$ cat src/rtl/i2c_master_arbiter.sv
// rtl/i2c_master_arbiter.sv - round-robin arbiter sharing one I2C master between config requesters
module i2c_master_arbiter #(
  parameter int NUM_REQ        = 2,
  parameter int TIMEOUT_CYCLES = 65535,
  parameter int GUARD_CYCLES   = 16
) (
  input  logic                 i_sysclk,
  input  logic                 i_arst,
  input  logic [NUM_REQ-1:0]   i_req,
  input  logic [NUM_REQ-1:0]   i_m_en,
  input  logic [NUM_REQ-1:0]   i_m_wr,
  input  logic [NUM_REQ-1:0]   i_last,
  input  logic [7*NUM_REQ-1:0] i_addr,
  input  logic [8*NUM_REQ-1:0] i_data,
  output logic [NUM_REQ-1:0]   o_gnt,
  output logic [NUM_REQ-1:0]   o_ack,
  output logic [NUM_REQ-1:0]   o_last,
  output logic [7:0]           o_rdata,
  output logic                 o_busy,
  output logic                 o_timeout,
  output logic [1:0]           o_err_id,
  output logic                 o_m_en,
  output logic                 o_m_wr,
  output logic                 o_m_last,
  output logic [6:0]           o_m_addr,
  output logic [7:0]           o_m_data,
  input  logic                 i_m_ack,
  input  logic                 i_m_last,
  input  logic [7:0]           i_m_rdata
);

  typedef enum logic [1:0] {
    ST_IDLE  = 2'd0,
    ST_GRANT = 2'd1,
    ST_GUARD = 2'd2
  } state_t;

  state_t       state_q, state_d;
  logic [1:0]   owner_q, owner_d;
  logic [1:0]   ptr_q, ptr_d;
  logic [15:0]  wd_q, wd_d;
  logic [7:0]   guard_q, guard_d;
  logic [NUM_REQ-1:0] gnt_d;
  logic         timeout_d;
  logic [1:0]   err_id_d;

  // Requester inputs padded to four slots so the owner index can select them uniformly
  logic [3:0]   req_pad, en_pad, wr_pad, last_pad;
  logic [27:0]  addr_pad;
  logic [31:0]  data_pad;
  logic [6:0]   addr_arr [4];
  logic [7:0]   data_arr [4];

  logic         sel_found;
  logic [1:0]   sel_idx;
  logic [1:0]   cand;
  logic         in_grant;

  assign req_pad  = 4'(i_req);
  assign en_pad   = 4'(i_m_en);
  assign wr_pad   = 4'(i_m_wr);
  assign last_pad = 4'(i_last);
  assign addr_pad = 28'(i_addr);
  assign data_pad = 32'(i_data);
  assign in_grant = (state_q == ST_GRANT);

  // Split the packed address/data buses into per-requester slots
  always_comb begin
    for (int k = 0; k < 4; k++) begin
      addr_arr[k] = addr_pad[7*k +: 7];
      data_arr[k] = data_pad[8*k +: 8];
    end
  end

  // Round-robin pick: first pending request after the last owner, wrapping at NUM_REQ
  always_comb begin
    sel_found = 1'b0;
    sel_idx   = '0;
    cand      = '0;
    for (int i = 1; i <= NUM_REQ; i++) begin
      cand = 2'((int'(ptr_q) + i) % NUM_REQ);
      if (!sel_found && req_pad[cand]) begin
        sel_found = 1'b1;
        sel_idx   = cand;
      end
    end
  end

  // State, pointer, counters and registered status outputs
  always_ff @(posedge i_sysclk or posedge i_arst) begin
    if (i_arst) begin
      state_q   <= ST_IDLE;
      owner_q   <= '0;
      ptr_q     <= 2'(NUM_REQ - 1);
      wd_q      <= '0;
      guard_q   <= '0;
      o_gnt     <= '0;
      o_timeout <= 1'b0;
      o_err_id  <= '0;
    end else begin
      state_q   <= state_d;
      owner_q   <= owner_d;
      ptr_q     <= ptr_d;
      wd_q      <= wd_d;
      guard_q   <= guard_d;
      o_gnt     <= gnt_d;
      o_timeout <= timeout_d;
      o_err_id  <= err_id_d;
    end
  end

  // Next-state logic: arbitrate in IDLE, watch the owner in GRANT, hold the bus quiet in GUARD
  always_comb begin
    state_d   = state_q;
    owner_d   = owner_q;
    ptr_d     = ptr_q;
    wd_d      = wd_q;
    guard_d   = guard_q;
    gnt_d     = o_gnt;
    timeout_d = 1'b0;
    err_id_d  = o_err_id;
    case (state_q)
      ST_IDLE: begin
        if (sel_found) begin
          state_d = ST_GRANT;
          owner_d = sel_idx;
          wd_d    = '0;
          for (int k = 0; k < NUM_REQ; k++) begin
            gnt_d[k] = (sel_idx == 2'(k));
          end
        end
      end
      ST_GRANT: begin
        if (!req_pad[owner_q]) begin
          // Owner finished; a simultaneous watchdog expiry is not reported
          state_d = ST_GUARD;
          ptr_d   = owner_q;
          gnt_d   = '0;
          guard_d = '0;
        end else if (!i_m_ack && (wd_q == 16'(TIMEOUT_CYCLES - 1))) begin
          state_d   = ST_GUARD;
          ptr_d     = owner_q;
          gnt_d     = '0;
          guard_d   = '0;
          timeout_d = 1'b1;
          err_id_d  = owner_q;
        end else if (i_m_ack) begin
          wd_d = '0;
        end else if (wd_q != 16'hFFFF) begin
          wd_d = wd_q + 16'd1;
        end
      end
      ST_GUARD: begin
        if (guard_q == 8'(GUARD_CYCLES - 1)) begin
          state_d = ST_IDLE;
          guard_d = '0;
        end else begin
          guard_d = guard_q + 8'd1;
        end
      end
      default: begin
        state_d = ST_IDLE;
        gnt_d   = '0;
      end
    endcase
  end

  // Command mux toward the wrapper and response routing back to the owner
  always_comb begin
    o_m_en   = 1'b0;
    o_m_wr   = 1'b0;
    o_m_last = 1'b0;
    o_m_addr = '0;
    o_m_data = '0;
    o_ack    = '0;
    o_last   = '0;
    if (in_grant) begin
      o_m_en   = en_pad[owner_q] & req_pad[owner_q];
      o_m_wr   = wr_pad[owner_q];
      o_m_last = last_pad[owner_q];
      o_m_addr = addr_arr[owner_q];
      o_m_data = data_arr[owner_q];
      o_ack    = o_gnt & {NUM_REQ{i_m_ack}};
      o_last   = o_gnt & {NUM_REQ{i_m_last}};
    end
  end

  assign o_rdata = i_m_rdata;
  assign o_busy  = (state_q != ST_IDLE);

endmodule

$ cat config.mk
export PLATFORM = sky130hd
export DESIGN_NAME = i2c_master_arbiter
export DESIGN_NICKNAME = d
export VERILOG_FILES = /design/src/rtl/i2c_master_arbiter.sv
export SDC_FILE = /design/constraint.sdc
export NUM_CORES = 1
export LEC_CHECK = 0
export ABC_AREA = 0
export BUFFER_PORTS_ARGS = -buffer_cell sky130_fd_sc_hd__buf_4
export CORE_ASPECT_RATIO = 0.8
export CORE_MARGIN = 2
export CORE_UTILIZATION = 40
export CTS_CLUSTER_DIAMETER = 100
export DETAILED_ROUTE_END_ITERATION = 6
export PLACE_DENSITY = 0.64
export SLEW_MARGIN = 20
export SYNTH_ARGS = -nofsm -noshare
export SYNTH_HDL_FRONTEND = slang
export SYNTH_SLANG_ARGS = --single-unit
$ cat constraint.sdc
create_clock -name i_sysclk -period 2.4 [get_ports i_sysclk]
set_input_delay 0.12 -clock i_sysclk [delete_from_list [all_inputs] [get_ports i_sysclk]]
set_output_delay 0.12 -clock i_sysclk [all_outputs]
set_load 0.02 [all_outputs]
Yosys cells after proc, flatten, opt, wreduce, memory -nomap -nowiden:

Index checks and enable logic that the tools add are counted.

* add/subtract/negate cells: 4
* magnitude comparators: 4
* equal/unequal tests: 13
* multiplexer cells: 53
* bitwise logic cells: 7
* reduce and logical (&&, ||, !) cells: 16

Operators with widths (number)
* 16-bit 2-to-1 mux: 5
* 8-bit 2-to-1 mux: 6
* 16-bit case mux with 2 select lines: 1
* 2-bit 2-to-1 mux: 11
* 7-bit 2-to-1 mux: 3
* 16-bit by 1-bit adder with 16-bit output (second input constant): 1
* 8-bit binary-select mux with 2-bit select: 1
* 16-bit equality test (second input constant): 1
* 1-bit 2-to-1 mux: 16
* 16-bit inequality test (second input constant): 1
* 8-bit case mux with 2 select lines: 1
* 7-bit binary-select mux with 2-bit select: 1
* 1-bit binary-select mux with 2-bit select: 6
* 2-bit case mux with 3 select lines: 2
* 2-bit by 3-bit < comparator with 1-bit output (second input constant): 3
* 3-bit AND reduction: 3
* 8-bit by 1-bit adder with 8-bit output (second input constant): 1
* 8-bit by 4-bit equality test with 1-bit output (second input constant): 1
* 2-bit inequality test (second input constant): 3
* 3-bit by 2-bit inequality test with 1-bit output (second input constant): 2
* 2-bit AND reduction: 3
* 2-bit nonzero test: 3
* 5-bit AND reduction: 1
* 2-bit bitwise AND: 2
* other kinds (12): 19

* register bits: 34
* input bits: 50
* output and inout bits: 36
* logic and storage cells: 105

Longest topological paths before layout:

* depth after elaboration: 11
* depth in mapped cells: 9
* mapped depth without buffers: 7

Worst setup path before layout:

OpenSTA, ideal clock, no wires.

* kind: register -> register
* from: register wd_q[0]
* to: register state_q[1]
* library setup time: 0.125 ns
* arrival time: 1.715 ns
* required time: 2.275 ns
* slack: 0.560 ns
* stages on the path, launching flop included: 8
* path buffers: 0
* clock period less this slack: 1.840 ns
* cells stage by stage: dfrtp_1 inv_1 ha_1 nand4b_1 or4_4 nand2_2 o311ai_4 mux2_4

* word-level cells in the longest chain between the ends: 4

Ends and longest elaborated chain
* start, declared: line 41 `logic [15:0] wd_q, wd_d;`
* start signal, assigned: line 104 `wd_q <= wd_d;`
* 16-bit equality test: line 140 `end else if (!i_m_ack && (wd_q == 16'(TIMEOUT_CYCLES - 1))) begin`
* 1-bit logical AND: line 140
* 3-bit by 2-bit inequality test with 1-bit output (no source line)
* 3-bit AND reduction (no source line)
* end signal, assigned: line 101 `state_q <= state_d;`
* end, declared: line 38 `state_t state_q, state_d;`

Every way passes these cells.
A chain may end at the register's enable or synchronous reset.

Worst setup path in the final report:

* from: register wd_q[8]
* to: register guard_q[5]

* word-level cells in the longest chain between the ends: 4

Ends and longest elaborated chain
* 16-bit equality test: line 140
* 1-bit logical AND: line 140
* 3-bit by 2-bit inequality test with 1-bit output (no source line)
* 2-bit AND reduction (no source line)
* end signal, assigned: line 105 `guard_q <= guard_d;`
* end, declared: line 42 `logic [7:0] guard_q, guard_d;`

Every way passes these cells.

==> results list <==
* Critical path's slowest cell: sky130_fd_sc_hd__dfrtp_1
* Clk root buf: sky130_fd_sc_hd__clkbuf_8
- Number of core rows: 24
* Clk sink count: 32
* Worst setup EP type: register
* Status: finished clean
- The H-tree generated during clock tree synthesis spans 2 levels.
* Number of ports placed on the die boundary: 86
- Ys async rst share: 100%
- At the end of routability-driven placement, the weighted congestion stood at 0.817.
* Post-synthesis instance total: 248
- Buffers placed on the I/O ports in this run total roughly 70.
- The region available for standard cell placement spans between 5000 and 6000 um^2.
- Drt wl/cell: 13.8 um
* Worst IR drop on VDD: 0.439 mV
* Clock latency of the later-clocked register in the worst-skew pair: 0.28 ns
- Startpoint-to-endpoint class of the critical path: reg -> reg
- In the final layout, the share of cells above drive strength 1 is 31.7%.
- Ordered list of cells on the worst path: nand4_1 > nor4_1 > o21ai_0 > buf_4 > or2_2 > o41ai_1
* Upper clock frequency limit: 0.481 GHz
- The initial antenna violation count came to 0.
- Number of warnings printed during yosys synthesis: 0
- In this run the vertical extent of the chip is 71.1 um.
* Max Buffers Root-to-Sink: 2
- RSZ-0062 raised after global routing: no
- Max incr delay on CP: 0.47 ns
* Sequential Area: 802 um^2
- For this design the ratio of total power to cell area is 899 nW/um^2.
- In this run the horizontal extent of the chip is 87.8 um.
- Summed negative setup slack over all endpoints: 0 ns
- Summing every instance area after synthesis gives 2250 um^2.
- The first global-routing pass estimated just over 9000 um of wire.
- After layout, the worst path uses 86.6% of the clock period.
* Leakage power summed over all cells: 0.00137 uW
* Final routed DRC violation total: 0
* Arrival @ worst endpoint: 2.25 ns
- The floorplan step defined a die boundary enclosing 6240 um^2.
- Layout overhead on the synthesized area: 29.8%
- Entering global routing, the biggest net connects 33 pins.
* Final-report hold violation count: 0
* Class of the worst hold path: in -> reg
- Net total in the final layout: 371
- Final instance area: 2920 um^2
* Syn nets: 305
- Pre-Repair DR Iteration Count: 4
- Placed cell areas: 2820 um^2
- Dividing the detail-routed via count by the number of cells gives roughly 5.3.
* Number of storage elements in the synthesis netlist: 32
- The max-slew violation count is 0.
* Setup-failing EPs final: 0
- Post-DRT Antenna Nets: 0
- Worst Path Required: 2.57 ns
- Fill cells: just under 500
- Global router's overall resource usage: between 10% and 20%
- STA classifies the critical path startpoint as a register.
- The synthesized netlist contains 46 unique library cells.
- Counting both buffers and inverters, the worst setup path holds a total of 1.
- For the finished layout, the period the worst path requires is just over 2 ns.
- The number of global-route vias before repair is 1972.
- Cells fill 53.7% of the core in the end.
- Max-capacitance violation count: 0
- Clock-pin slew on the worst setup and hold paths: 0.07 ns
- For this run, the register share of the synthesized area comes to between 30% and 40%.
* Overflow left after global routing: 0
- Number of antenna repair diodes: 0
- Kind of cell with the highest combined delay on the critical path: simple AND/OR/NAND/NOR gates
- Buffers inserted by post-CTS timing repair: 0
* DRT iter0 DRCs: 107
- Post-Syn Area per Cell: 9.07 um^2
- Maximum fanout encountered on the critical timing path: 13
* Vias after detailed routing: 2065
* Clock tree from TritonCTS: built
- CTS Buf Count: 5
- Yosys mapped a number of flops with a built-in enable equal to 0.
* Worst setup skew after layout: 0.00467 ns
* Combined area of the multi-input logic cells: around 1300 um^2
- Starting density of the core: 41.4%
- Detailed placement finished with a half-perimeter wire length of 4060 um.
- The final layout contains routed wiring with a total length of 5440 um.
- Commonest register cell after synthesis: sky130_fd_sc_hd__dfrtp_1
==> flip-flops by register name, summed over array words and instances, names as in the netlist <==
name and flops:
state_q 2, owner_q 1, o_gnt 2, guard_q 8, wd_q 16, o_timeout 1
o_err_id 1, ptr_q 1
==> final cells by class <==
type / count / area share (%)
multi-input combinational: 187 / 44.4
tap: 78 / 3.34
inverter: 8 / 1.03
sequential: 32 / 27.5
timing repair buffer: 80 / 20.7
clock buffer: 8 / 3.08
==> worst reg2reg max path: cells and delay by family (launching register included) <==
family	cells	cell delay, ns
AOI/OAI and AO/OA	2	0.37
buffers and inverters	1	0.19
DFF	1	0.47
and+or+nand+nor	3	0.93
==> cell families after synthesis <==
kind of cell             synth area share, %
AND/OR/NAND/NOR                         22.4
AO/OA/AOI/OAI                           20.0
flip-flops                              35.7
buffers and inverters                   6.67
multiplexers                            11.3
adder cells (fa/ha/maj)                 3.89
other                                  0.167
==> where the power goes <==
part           switching, uW  internal, uW  total [uW]  leakage (uW)
Sequential              73.1           613         686      0.000435
Clock                    196           234         430     0.0000455
Combinational            818           692        1510      0.000892
==> per-layer routing <==
metal  GRT usage [%]  vias to the layer above  routed length [um]
met5               0                        -                   0
met4            4.79                        0                  68
met3            3.38                        9                 158
met2            27.8                       36                2490
met1            27.7                      983                2720
li1                -                     1037                   -
==> final timing paths <==
kind,slack [ns],endpoint,start,depth (start not counted)
setup / recovery,0.32,guard_q[5],wd_q[8],6
hold / removal,0.20,owner_q[0],i_req[0],3
setup reg to reg,0.32,guard_q[5],wd_q[8],6
hold reg to reg,0.50,guard_q[7],guard_q[7],1
max in group asynchronous,1.59,ptr_q[0],i_arst,4
min in group asynchronous,0.48,wd_q[10],i_arst,4
==> repair_timing <==
action                    in CTS  in global routing
resized for setup              0                  0
hold buffers                   1                  0
hold endpoints to repair      31                  0
==> synth_stat cells, types with 2 or more instances <==
| cell type | instances | share of area, % |
|---|---|---|
| sky130_fd_sc_hd__dfrtp_1 | 31 | 34 |
| sky130_fd_sc_hd__o21ai_0 | 30 | 6.7 |
| sky130_fd_sc_hd__nor2b_1 | 20 | 5.6 |
| sky130_fd_sc_hd__mux2i_1 | 19 | 8.5 |
| sky130_fd_sc_hd__nor2_1 | 17 | 2.8 |
| sky130_fd_sc_hd__nand2_1 | 13 | 2.2 |
| sky130_fd_sc_hd__buf_4 | 10 | 3.3 |
| sky130_fd_sc_hd__o31ai_1 | 10 | 3.3 |
| sky130_fd_sc_hd__nand3_1 | 9 | 2.0 |
| sky130_fd_sc_hd__inv_1 | 8 | 1.3 |
| sky130_fd_sc_hd__ha_1 | 7 | 3.9 |
| sky130_fd_sc_hd__and3_1 | 6 | 1.7 |
| sky130_fd_sc_hd__clkbuf_1 | 6 | 1.0 |
| sky130_fd_sc_hd__nand4_1 | 5 | 1.4 |
| sky130_fd_sc_hd__o41ai_1 | 5 | 1.9 |
| sky130_fd_sc_hd__a21oi_1 | 4 | 0.89 |
| sky130_fd_sc_hd__a31oi_1 | 4 | 1.1 |
| sky130_fd_sc_hd__buf_2 | 3 | 0.67 |
| sky130_fd_sc_hd__mux2_2 | 3 | 1.5 |
| sky130_fd_sc_hd__nand2b_1 | 3 | 0.83 |
| sky130_fd_sc_hd__or4_1 | 3 | 1.0 |
| sky130_fd_sc_hd__a22o_1 | 2 | 0.78 |
| sky130_fd_sc_hd__a41oi_1 | 2 | 0.78 |
| sky130_fd_sc_hd__buf_1 | 2 | 0.33 |
| sky130_fd_sc_hd__mux2_4 | 2 | 1.3 |
| sky130_fd_sc_hd__nand3b_1 | 2 | 0.67 |
| sky130_fd_sc_hd__nand4b_1 | 2 | 0.78 |
| sky130_fd_sc_hd__o22ai_1 | 2 | 0.56 |
==> placed cells by master, fill, tap and decap left out, types with 2 or more instances in the layout <==
master                     netlist  layout
sky130_fd_sc_hd__buf_4          10      79
sky130_fd_sc_hd__dfrtp_1        31      31
sky130_fd_sc_hd__o21ai_0        30      30
sky130_fd_sc_hd__nor2b_1        20      20
sky130_fd_sc_hd__mux2i_1        19      19
sky130_fd_sc_hd__nor2_1         17      17
sky130_fd_sc_hd__nand2_1        13      13
sky130_fd_sc_hd__o31ai_1        10      10
sky130_fd_sc_hd__nand3_1         9       9
sky130_fd_sc_hd__inv_1           8       8
sky130_fd_sc_hd__ha_1            7       7
sky130_fd_sc_hd__and3_1          6       6
sky130_fd_sc_hd__clkbuf_8        0       6
sky130_fd_sc_hd__nand4_1         5       5
sky130_fd_sc_hd__o41ai_1         5       5
sky130_fd_sc_hd__a21oi_1         4       4
sky130_fd_sc_hd__a31oi_1         4       4
sky130_fd_sc_hd__nand2b_1        3       3
sky130_fd_sc_hd__or4_1           3       3
sky130_fd_sc_hd__mux2_2          3       3
sky130_fd_sc_hd__nand4b_1        2       2
sky130_fd_sc_hd__o22ai_1         2       2
sky130_fd_sc_hd__nand3b_1        2       2
sky130_fd_sc_hd__a41oi_1         2       2
sky130_fd_sc_hd__a22o_1          2       2
sky130_fd_sc_hd__mux2_4          2       2
sky130_fd_sc_hd__clkbuf_1        6       2
==> per-stage QoR <==
stage / hold slack (ns) / setup slack, ns / std cells / total power [uW]
2_1_floorplan: 0.235 / 0.560 / 248 / 1700
3_3_place_gp: 0.240 / 0.425 / 384 / 2190
3_5_place_dp: 0.240 / 0.373 / 384 / 2200
4_1_cts: 0.201 / 0.349 / 393 / 2650
5_1_grt: 0.219 / 0.134 / 393 / 2810
6_report: 0.203 / 0.322 / 393 / 2630
No activity file was read; power rests on OpenSTA's default activity.
